## src/rtl/mv_spi_byte_master.sv

```systemverilog
// rtl/mv_spi_byte_master.sv - SPI mode-0 byte master with a one-entry request buffer
//
// Full-duplex single-byte SPI master. SCLK half-period is CLK_DIV clocks.
// A transfer runs IDLE -> SHIFT (16*CLK_DIV cycles) -> DONE (one cycle).
// A request arriving while busy is held in a one-entry pending buffer; a
// further request while that buffer is full is dropped and flags overrun.
//
// Ports:
//   clock      system clock, rising edge
//   reset_n    asynchronous active-low reset
//   wr_data    byte to send, sampled with rw_req
//   rw_req     one-cycle transfer request
//   miso       serial data from slave (synchronous to clock)
//   rd_data    last received byte, held until the next rd_strobe
//   rd_strobe  one-cycle pulse when rd_data is updated
//   ready      idle and pending buffer empty (combinational)
//   overrun    sticky dropped-request flag, cleared by reset only
//   sclk       SPI clock, idle low
//   mosi       serial data to slave, MSB first
module mv_spi_byte_master #(
  parameter int unsigned CLK_DIV = 4
) (
  input  logic       clock,
  input  logic       reset_n,
  input  logic [7:0] wr_data,
  input  logic       rw_req,
  input  logic       miso,
  output logic [7:0] rd_data,
  output logic       rd_strobe,
  output logic       ready,
  output logic       overrun,
  output logic       sclk,
  output logic       mosi
);

  typedef enum logic [1:0] {IDLE, SHIFT, DONE} state_t;

  localparam logic [7:0] DIV_TC = 8'(CLK_DIV - 1);

  state_t      state, state_nxt;
  logic [7:0]  div_cnt;
  logic [3:0]  bit_cnt;
  logic [6:0]  tx_sh;       // transmit bits not yet on mosi
  logic [7:0]  rx_sh;
  logic        pend_v;
  logic [7:0]  pend_data;

  logic        tick, rise, fall, last_fall, start;
  logic [7:0]  load_byte;

  assign tick      = (state == SHIFT) && (div_cnt == DIV_TC);
  assign rise      = tick && !sclk;
  assign fall      = tick && sclk;
  assign last_fall = fall && (bit_cnt == 4'd7);

  // DONE starts the next transfer straight away: from the pending buffer if
  // it is full, otherwise from a request arriving in that very cycle, which
  // would otherwise pass through the empty buffer and be launched next anyway.
  assign start     = ((state == IDLE) && rw_req) ||
                     ((state == DONE) && (pend_v || rw_req));
  assign load_byte = ((state == DONE) && pend_v) ? pend_data : wr_data;

  assign ready     = (state == IDLE) && !pend_v;

  always_ff @(posedge clock or negedge reset_n) begin
    if (!reset_n) begin
      state <= IDLE;
    end else begin
      state <= state_nxt;
    end
  end

  always_comb begin
    state_nxt = state;
    case (state)
      IDLE:    if (rw_req) state_nxt = SHIFT;
      SHIFT:   if (last_fall) state_nxt = DONE;
      DONE:    state_nxt = (pend_v || rw_req) ? SHIFT : IDLE;
      default: state_nxt = IDLE;
    endcase
  end

  always_ff @(posedge clock or negedge reset_n) begin
    if (!reset_n) begin
      div_cnt   <= 8'd0;
      bit_cnt   <= 4'd0;
      tx_sh     <= 7'd0;
      rx_sh     <= 8'd0;
      sclk      <= 1'b0;
      mosi      <= 1'b0;
      rd_data   <= 8'h00;
      rd_strobe <= 1'b0;
      pend_v    <= 1'b0;
      pend_data <= 8'h00;
      overrun   <= 1'b0;
    end else begin
      rd_strobe <= 1'b0;

      if (start) begin
        tx_sh   <= load_byte[6:0];
        mosi    <= load_byte[7];
        div_cnt <= 8'd0;
        bit_cnt <= 4'd0;
        sclk    <= 1'b0;
      end else if (state == SHIFT) begin
        if (tick) begin
          div_cnt <= 8'd0;
          sclk    <= ~sclk;
        end else begin
          div_cnt <= div_cnt + 8'd1;
        end
        if (rise) begin
          rx_sh <= {rx_sh[6:0], miso};
        end
        if (fall) begin
          mosi    <= tx_sh[6];
          tx_sh   <= {tx_sh[5:0], 1'b0};
          bit_cnt <= bit_cnt + 4'd1;
        end
        // The 8th bit was sampled on the preceding rise, so rx_sh is complete.
        if (last_fall) begin
          rd_data   <= rx_sh;
          rd_strobe <= 1'b1;
        end
      end

      if (state == DONE) begin
        pend_v <= 1'b0;
        if (pend_v && rw_req) begin
          overrun <= 1'b1;
        end
      end else if ((state == SHIFT) && rw_req) begin
        if (pend_v) begin
          overrun <= 1'b1;
        end else begin
          pend_v    <= 1'b1;
          pend_data <= wr_data;
        end
      end
    end
  end

endmodule
```

## config.mk

```make
export PLATFORM = sky130hd
export DESIGN_NAME = mv_spi_byte_master
export DESIGN_NICKNAME = d
export VERILOG_FILES = /design/src/rtl/mv_spi_byte_master.sv
export SDC_FILE = /design/constraint.sdc
export NUM_CORES = 1
export LEC_CHECK = 0
export ABC_AREA = 1
export BUFFER_PORTS_ARGS = -buffer_cell sky130_fd_sc_hd__buf_2
export CAP_MARGIN = 0
export CORE_MARGIN = 4
export CORE_UTILIZATION = 34
export CTS_CLUSTER_DIAMETER = 50
export DETAILED_ROUTE_END_ITERATION = 8
export GPL_TIMING_DRIVEN = 0
export SLEW_MARGIN = 10
export SYNTH_ARGS = -nofsm -noshare
export SYNTH_HDL_FRONTEND = slang
export SYNTH_SLANG_ARGS = --single-unit
```

## constraint.sdc

```tcl
create_clock -name clock -period 1.39 [get_ports clock]
set_input_delay 0.0695 -clock clock [delete_from_list [all_inputs] [get_ports clock]]
set_output_delay 0.0695 -clock clock [all_outputs]
set_load 0.01 [all_outputs]
```

==> flow_summary.json, run 1 <==
{
  "path_cells": "ha_4 > inv_2 > nor2_2 > nand3_2 > nor2_4 > buf_4 > nand3_1 > nand3_1",
  "crit_buf_inv": 2,
  "num_vias": 2095,
  "setup_viol": 1,
  "routed_via_density": 4.57,
  "drt-initial-drc-count": 146,
  "grt_max_degree": 51,
  "min_period_ns": 1.40,
  "synth_warnings": 0,
  "die-area_mm2": 0.00891,
  "report.final.slew_viol_count": 0,
  "nNetsFinal": 372,
  "synth_cell_types": 28,
  "syn_nets": 325,
  "synth-seq-cells": 50,
  "tns_ns": -0.00939,
  "hp-class": "in -> reg",
  "fmax_mhz": 715,
  "fillers": 727,
  "hpwl_um": 3750,
  "synthCells": 311,
  "critPathArrivalTime_ns": 1.65,
  "final-hold-violation-count": 0,
  "critPathMostFrequentCell": "nand3_1",
  "crit_required_ns": 1.64,
  "die_w_um": 94.4,
  "peakVddDrop_uv": 465,
  "crit_slowest_cell": "dfrtp_1",
  "placed_area_mm2": 0.00278,
  "io_pins": 25,
  "maxCapViolations": 0,
  "power_mw": 4.45,
  "slew_headroom": 0.582,
  "avgRoutedWirePerCell_um": 11.9,
  "cts_buffer_depth": 2,
  "p_per_area_mw_per_mm2": 1420,
  "mostFrequentLayoutCells": "nand2_1, dfrtp_1, nand3_1",
  "grt-ovfl-total": 0,
  "grtUsageMet1": 0.167,
  "worstSetupPathType": "reg -> reg",
  "synth_area_mm2": 0.00254,
  "drc_errors": 0,
  "row_count": 31,
  "p_leak_nw": 1.69,
  "drt_wl_total_um": 5470,
  "start_util": 0.350,
  "clkTransAtPathRegs_ns": 0.10,
  "yosysSeqAreaShare": 0.493,
  "layout_commonest_cell": "nand2_1",
  "worstSkewPairLatency_ns": 0.31,
  "diodes": 0,
  "syn_area_per_cell_um2": 8.16,
  "fp.coreArea_mm2": 0.00725,
  "grt_setup_unrepaired": "true",
  "design_area_mm2": 0.00313,
  "grt_use_met2": 0.218,
  "critPathTopFamily": "simple AND/OR/NAND/NOR gates",
  "violations": "negative setup slack",
  "worstPathMaxFanout": 5,
  "startpoint_type": "flip-flop",
  "fin_util": 0.431,
  "die_h_um": 94.4,
  "area_delta_synth_final_pct": 23.2,
  "ant_nets": 0,
  "antenna_found_initial": 0,
  "skew_ns": 0.0132,
  "cts_buffers": 5,
  "port_buffers": 24,
  "grt.busiest_layer": "met2",
  "grt_use_met3": 0.0271,
  "status": "finished, violations left",
  "tightest_slew_ns": 0.627,
  "grt_pass1_wl_um": 9210,
  "grt_pass1_vias": 1990,
  "drive_gt1_frac": 0.262,
  "cts_sinks": 50,
  "drt-pass1-iter-count": 6,
  "max_stage_delay_ns": 0.40,
  "h-tree-depth": 2,
  "gp_congestion": 0.826,
  "cts_tree": "done",
  "setup_ws_ns": -0.00939,
  "grt_usage": 0.129,
  "cts_root_buf": "clkbuf_8",
  "finalCritPeriodShare": 1.01,
  "endpoint_kind": "flip-flop"
}
power by group:
| group | total (mW) | internal, mW | switching, mW |
|---|---|---|---|
| Clock | 0.867 | 0.355 | 0.513 |
| Sequential | 2.04 | 1.78 | 0.260 |
| Combinational | 1.54 | 0.655 | 0.887 |
| Total | 4.45 | 2.79 | 1.66 |
layout make-up:
class                   count  area [µm²]  share of cell area
plain buffers              10        92.6              0.0296
clock buffers               5        68.8              0.0220
clock inverters             3        21.3             0.00681
inverters                  30         125              0.0400
multi-input cells         221        1170               0.374
flip-flops and latches     50        1260               0.402
well taps                  99         124              0.0396
repair buffers             40         269              0.0861
path summary, 6_finish.rpt:
path                                end  depth (start not counted)        from  slack [ns]
setup / recovery               tx_sh[5]                          8  div_cnt[1]      -0.009
hold / removal             pend_data[0]                          3  wr_data[0]       0.006
setup reg to reg               tx_sh[5]                          8  div_cnt[1]      -0.009
hold reg to reg              rd_data[5]                          2  rd_data[5]        0.48
max in group asynchronous      state[1]                          2     reset_n        0.63
min in group asynchronous  pend_data[3]                          2     reset_n        0.32
cell families after synthesis:
kind of cell | Yosys count | share of synthesized area
and+or+nand+nor | 202 | 0.381
xor gates and xnor gates | 2 | 0.00690
AOI/OAI and AO/OA | 15 | 0.0311
DFF | 50 | 0.493
buffers and inverters | 40 | 0.0784
adders and majority gates | 2 | 0.00986
synth_stat cells:
cell,instances,area (µm²)
nand3_4,2,35.0
buf_4,1,7.51
o21ai_0,8,40.0
ha_1,2,25.0
nand4_1,15,93.8
inv_2,2,7.51
o21bai_1,1,7.51
o22ai_1,1,6.26
nand3b_1,3,22.5
nor2_2,4,25.0
nand2_4,3,33.8
buf_6,5,56.3
nand3_2,1,10.0
nor2_4,2,22.5
nor3_1,1,5.00
dfrtp_1,50,1250
nand3_1,33,165
inv_1,27,101
nor2_1,18,67.6
nand2_1,114,428
a21oi_1,1,5.00
nand4_2,1,12.5
inv_4,1,6.26
nand2_2,4,25.0
xor2_1,2,17.5
buf_2,4,20.0
nor2_8,1,20.0
o21ai_1,4,20.0
layer usage:
metal / vias to the layer above / part of all wire
met2: 21 / 0.48
met4: 0 / 0.014
met3: 7 / 0.028
li1: 1088 / -
met5: - / 0
met1: 979 / 0.48
state kept, by name (all words and copies together) (netlist names), 2 cells and up:
signal	cells
tx_sh	7
div_cnt	8
bit_cnt	4
rd_data	8
pend_data	8
rx_sh	8
state	2
worst register-to-register path, cell delays in order, from the launching register on:
cell and delay [ns]:
dfrtp_1 0.40, ha_4 0.18, inv_2 0.04, nor2_2 0.09, nand3_2 0.09, nor2_4 0.21, buf_4 0.14, nand3_1 0.09
nand3_1 0.09
per-stage QoR:
step | cells | worst slack, ns | hold slack (ns)
6_report | 458 | -0.00939 | 0.00632
3_3_place_gp | 434 | -0.168 | 0.282
4_1_cts | 446 | 0.00656 | 0.00770
3_5_place_dp | 434 | -0.184 | 0.285
2_1_floorplan | 311 | 0.0486 | -0.226
5_1_grt | 458 | -0.104 | 0.0139
timing repair:
action | CTS | global route
hold endpoints to repair | 1 | 50
buffers inserted | 3 | 9
hold buffers | 1 | 1
pin swaps | 1 | 16
gates resized for setup | 7 | 28
cloned | 0 | 2
endpoints found under the setup margin | 34 | 45
(Power assumes the default switching activity.)
==> run 2: changes to the inputs <==
--- a/config.mk
+++ b/config.mk
@@ -9,10 +9,11 @@
 export BUFFER_PORTS_ARGS = -buffer_cell sky130_fd_sc_hd__buf_2
 export CAP_MARGIN = 0
 export CORE_MARGIN = 4
-export CORE_UTILIZATION = 34
+export CORE_UTILIZATION = 53
 export CTS_CLUSTER_DIAMETER = 50
 export DETAILED_ROUTE_END_ITERATION = 8
 export GPL_TIMING_DRIVEN = 0
+export PLACE_DENSITY = 0.76
 export SLEW_MARGIN = 10
 export SYNTH_ARGS = -nofsm -noshare
 export SYNTH_HDL_FRONTEND = slang
==> run 2 against run 1 <==
Global-route usage grew 4.9 points. Critical endpoint is now rd_data[1]. Sequential share of layout area grew 0.74 points. The run ends with negative hold slack left. Largest cell class unchanged. Highest routed layer unchanged. Sequential cell count is the same.
==> flow_summary.json, run 2 (synthesis gave the netlist of run 1 again) <==
{
  "fin_util": 0.681,
  "final-hold-violation-count": 50,
  "num_vias": 2127,
  "p_per_area_mw_per_mm2": 1530,
  "grt_max_degree": 51,
  "cts_buffers": 5,
  "slew_headroom": 0.286,
  "area_delta_synth_final_pct": 21.0,
  "routed_via_density": 5.19,
  "power_mw": 4.69,
  "grt_pass1_wl_um": 8650,
  "clkTransAtPathRegs_ns": 0.09,
  "gp_congestion": 0.846,
  "rr_startpoint": "div_cnt[1]",
  "start_util": 0.563,
  "maxCapViolations": 0,
  "cts_root_buf": "clkbuf_8",
  "hold_ws_ns": -0.0446,
  "die_w_um": 77.2,
  "row_count": 24,
  "share_comb_of_total_power": 0.346,
  "ant_nets": 0,
  "drt-pass1-iter-count": 4,
  "hpwl_um": 3450,
  "cts_buffer_depth": 2,
  "antenna_found_initial": 0,
  "mostFrequentLayoutCells": "nand2_1, dfrtp_1, nand3_1",
  "switching_share": 0.358,
  "setup_ws_ns": 0.0122,
  "drive_gt1_frac": 0.288,
  "pre_cts_slack_ns": -0.151,
  "worstPathMaxFanout": 5,
  "worstRegToRegCells": 8,
  "tightest_slew_ns": 1.07,
  "io_pins": 25,
  "drt-initial-drc-count": 181,
  "status": "finished, violations left",
  "p_leak_nw": 1.69,
  "setup_viol": 0,
  "die_h_um": 77.2,
  "drc_errors": 0,
  "intPower_mw": 3.01,
  "critPathArrivalTime_ns": 1.62,
  "h-tree-depth": 2,
  "grt_usage": 0.179,
  "grt-ovfl-total": 0,
  "min_period_ns": 1.38,
  "fmax_mhz": 726,
  "violations": "negative hold slack",
  "avgRoutedWirePerCell_um": 12.8,
  "hp-class": "in -> async",
  "crit_required_ns": 1.63,
  "fp.coreArea_mm2": 0.00450,
  "grt_setup_unrepaired": "true",
  "port_buffers": 24,
  "endpoint_kind": "flip-flop",
  "nNetsFinal": 371,
  "worstSkewPairLatency_ns": 0.30,
  "reg2reg_to": "rd_data[1]",
  "cts_tree": "done",
  "layout_commonest_cell": "nand2_1",
  "die-area_mm2": 0.00596,
  "worstSetupPathType": "reg -> reg",
  "clockPowerShare": 0.216,
  "reg2reg_setup_slack_ns": 0.01,
  "switchingPower_mw": 1.68,
  "skew_ns": 0.0103,
  "report.final.slew_viol_count": 0,
  "diodes": 0,
  "startpoint_type": "flip-flop",
  "drt_wl_total_um": 5230,
  "finalCritPeriodShare": 0.991,
  "cts_sinks": 50,
  "p_seq_frac": 0.438,
  "peakVddDrop_uv": 1160,
  "grt_pass1_vias": 1950
}
[run 2: changes by cell type in the layout (fill, tap and decap cells not counted), moves of 2 or more]
cell     change
nand2_1      -4
buf_2        +3
nand2_2      +3
nor2_1       -3
buf_4        -2
nor2_2       +2
[run 2: final cells by class]
cell class / instances / area (µm²)
inverter: 30 / 115
fill: 367 / 1440
tap: 52 / 65.1
sequential: 50 / 1260
timing repair buffer: 39 / 239
clock inverter: 3 / 40.0
clock buffer: 5 / 68.8
buffer: 10 / 83.8
multi-input combinational: 221 / 1200
[run 2: metal layers]
metal,GRT usage,up-vias,part of all wire
met4,0.0480,0,0.0097
met3,0.0316,5,0.043
li1,-,1091,-
met5,0,-,0
met2,0.296,44,0.48
met1,0.241,987,0.47
[run 2: worst max-delay path, cell delays in order (launching register included)]
cell,delay [ns]
dfrtp_1,0.40
ha_4,0.17
inv_2,0.04
nor2_2,0.10
nand3_2,0.08
nor2_4,0.20
buf_4,0.18
nand4_1,0.07
nand2_1,0.07
[run 2: power groups by stage]
stage / combinational (mW) / sequential, mW / clock (mW)
floorplan: 0.987 / 2.00 / 0
global placement: 1.22 / 2.04 / 0
detailed placement: 1.26 / 2.05 / 0
CTS: 1.37 / 2.02 / 1.03
global route: 1.81 / 2.10 / 1.10
finish: 1.62 / 2.05 / 1.01
[run 2: worst max path at each step]
stage / start / to / slack (ns) / cells past startpoint
after floorplan: bit_cnt[0] / rd_data[0] / 0.05 / 7
after global placement: bit_cnt[0] / rd_data[1] / -0.15 / 7
after detailed placement: bit_cnt[0] / rd_data[1] / -0.15 / 7
after CTS: div_cnt[0] / rd_data[0] / 0.002 / 8
after global routing: div_cnt[1] / rx_sh[4] / -0.08 / 8
final: div_cnt[1] / rd_data[1] / 0.01 / 8
[run 2: timing repair]
item | in CTS | in global routing
endpoints found under the setup margin | 32 | 44
hold endpoints to repair | 1 | 0
buffers inserted | 3 | 9
pin swaps | 1 | 11
hold buffers | 1 | 0
cloned | 0 | 2
resized for setup | 4 | 35
[run 2: per-stage QoR]
stage	instances	cell area [µm²]	setup TNS [ns]
finish	410	3070	0
global route	410	3070	-1.30
CTS	399	2890	0
detailed placement	387	2720	-2.71
global placement	387	2720	-2.40
floorplan	311	2540	0
==> run 3: changes to the inputs <==
--- a/config.mk
+++ b/config.mk
@@ -6,14 +6,14 @@
 export NUM_CORES = 1
 export LEC_CHECK = 0
 export ABC_AREA = 1
-export BUFFER_PORTS_ARGS = -buffer_cell sky130_fd_sc_hd__buf_2
 export CAP_MARGIN = 0
 export CORE_MARGIN = 4
-export CORE_UTILIZATION = 53
+export CORE_UTILIZATION = 56
 export CTS_CLUSTER_DIAMETER = 50
 export DETAILED_ROUTE_END_ITERATION = 8
+export DONT_BUFFER_PORTS = 1
 export GPL_TIMING_DRIVEN = 0
-export PLACE_DENSITY = 0.76
+export PLACE_DENSITY = 0.74
 export SLEW_MARGIN = 10
 export SYNTH_ARGS = -nofsm -noshare
 export SYNTH_HDL_FRONTEND = slang
==> run 3 against run 2 <==
The flow finishes with violations (negative setup slack). Fmax is 3.3% lower. Final cell count is 3.4% lower. Via count is 0.24% lower. First-iteration DRC count is 47% lower. Sequential power hardly changed. Cell area is 0.16% lower. Utilization is 1.8 points higher. Sequential share of layout area is 0.067 points higher. Clock power hardly changed. Count of clock-buffer cells in the layout stayed put. Critical endpoint is now bit_cnt[1]. Critical path depth stayed put.
==> flow_summary.json, run 3 (synthesis gave the netlist of run 1 again) <==
{
  "crit_required_ns": 1.63,
  "startpoint_type": "flip-flop",
  "critPathTopFamily": "simple AND/OR/NAND/NOR gates",
  "peakVddDrop_uv": 917,
  "critPathArrivalTime_ns": 1.67,
  "antenna_found_initial": 0,
  "nNetsFinal": 357,
  "worstSkewPairLatency_ns": 0.30,
  "multi_input_area_mm2": 0.00117,
  "reg2reg_setup_slack_ns": -0.03,
  "hpwl_um": 3410,
  "io_pins": 25,
  "grt_pass1_vias": 1975,
  "violations": "negative setup slack",
  "status": "finished, violations left",
  "setup_ws_ns": -0.0346,
  "port_buffers": 0,
  "path_cells": "ha_4 > inv_2 > nor2_2 > nand3_2 > nor2_4 > buf_6 > nand4_1 > nand2_1",
  "grt_use_met2": 0.333,
  "p_leak_nw": 1.63,
  "cts_buffer_depth": 2,
  "fp.coreArea_mm2": 0.00438,
  "cts_tree": "done",
  "seq_area_mm2": 0.00126,
  "dp.cells": 363,
  "power_mw": 4.62,
  "worstPathMaxFanout": 5,
  "grtUsageMet1": 0.282,
  "drt-initial-drc-count": 96,
  "p_per_area_mw_per_mm2": 1510,
  "report.final.slew_viol_count": 0,
  "cts_buffers": 5,
  "die_w_um": 75.3,
  "layout_commonest_cell": "nand2_1",
  "drive_gt1_frac": 0.201,
  "fillers": 350,
  "mostFrequentLayoutCells": "nand2_1, dfrtp_1, nand3_1",
  "drc_errors": 0,
  "cts_root_buf": "clkbuf_8",
  "finalCritPeriodShare": 1.02,
  "max_stage_delay_ns": 0.41,
  "grt_setup_unrepaired": "true",
  "cts_sinks": 50,
  "grt.busiest_layer": "met2",
  "fin_cells": 396,
  "start_util": 0.579,
  "hp-class": "in -> reg",
  "drt-pass1-iter-count": 4,
  "drt_wl_total_um": 5550,
  "die-area_mm2": 0.00567,
  "area_delta_synth_final_pct": 20.8,
  "gp_congestion": 0.882,
  "tightest_slew_ns": 0.389,
  "h-tree-depth": 2,
  "final-hold-violation-count": 0,
  "grt_max_degree": 51,
  "endpoint_kind": "flip-flop",
  "ant_nets": 0,
  "routed_via_density": 5.36,
  "fmax_mhz": 702,
  "slew_headroom": 0.739,
  "clkTransAtPathRegs_ns": 0.10,
  "crit_buf_inv": 2,
  "maxCapViolations": 0,
  "worstSetupPathType": "reg -> reg",
  "grt_pass1_wl_um": 9030,
  "diodes": 0,
  "grt_use_met3": 0.0449,
  "die_h_um": 75.3,
  "avgRoutedWirePerCell_um": 14.0,
  "grt-ovfl-total": 0,
  "setup_viol": 7,
  "crit_slowest_cell": "dfrtp_1",
  "row_count": 24,
  "num_vias": 2122,
  "min_period_ns": 1.42,
  "grt_usage": 0.208,
  "skew_ns": 0.0106
}
## run 3: routing by layer
layer  up-vias  routed length (µm)
met5         -                   0
met4         0                  82
met3         9                 200
met2        42                2670
met1      1014                2590
li1       1057                   -
## run 3: metrics by stage
step	hold slack (ns)	setup slack, ns	instance area, µm²	utilization	setup TNS [ns]
3_3_place_gp	-0.224	-0.120	2600	0.594	-2.27
2_1_floorplan	-0.226	0.0486	2540	-	0
3_5_place_dp	-0.225	-0.157	2600	0.594	-3.01
6_report	0.0448	-0.0346	3060	0.699	-0.0579
5_1_grt	0.0336	-0.138	3060	0.699	-2.38
4_1_cts	0.0347	0.0177	2900	0.662	0
## run 3: cell type report
cell class	instances	area share
multi-input combinational	221	0.383
sequential	50	0.410
inverter	30	0.0376
tap	52	0.0212
clock inverter	3	0.0131
buffer	10	0.0294
timing repair buffer	25	0.0829
clock buffer	5	0.0225
## run 3: worst paths after layout
kind                                    from            to  cells after the start
worst max-delay path              div_cnt[1]    bit_cnt[1]                      8
worst min-delay path              wr_data[1]      tx_sh[1]                      4
worst max register to register    div_cnt[1]    bit_cnt[1]                      8
worst min register to register  pend_data[6]  pend_data[6]                      2
max in group asynchronous            reset_n      state[1]                      2
min in group asynchronous            reset_n    div_cnt[7]                      2
## run 3: where the power goes
group,total (mW),switching [mW],internal (mW)
combinational,1.54,0.874,0.670
sequential,2.06,0.287,1.78
clock,1.02,0.486,0.530
total,4.62,1.65,2.98
## run 3: repair_timing
item	4_1_cts	5_1_grt
gates resized for setup	6	25
pin swaps	1	9
hold buffers	12	0
gates cloned	0	3
setup endpoints to repair	32	45
buffers inserted	3	7
hold endpoints to repair	61	0
## run 3: worst reg2reg max path, cell delays in order, from the launching register on
cell and delay [ns]:
dfrtp_1 0.41, ha_4 0.19, inv_2 0.04, nor2_2 0.08, nand3_2 0.10, nor2_4 0.22
buf_6 0.16, nand4_1 0.09, nand2_1 0.09
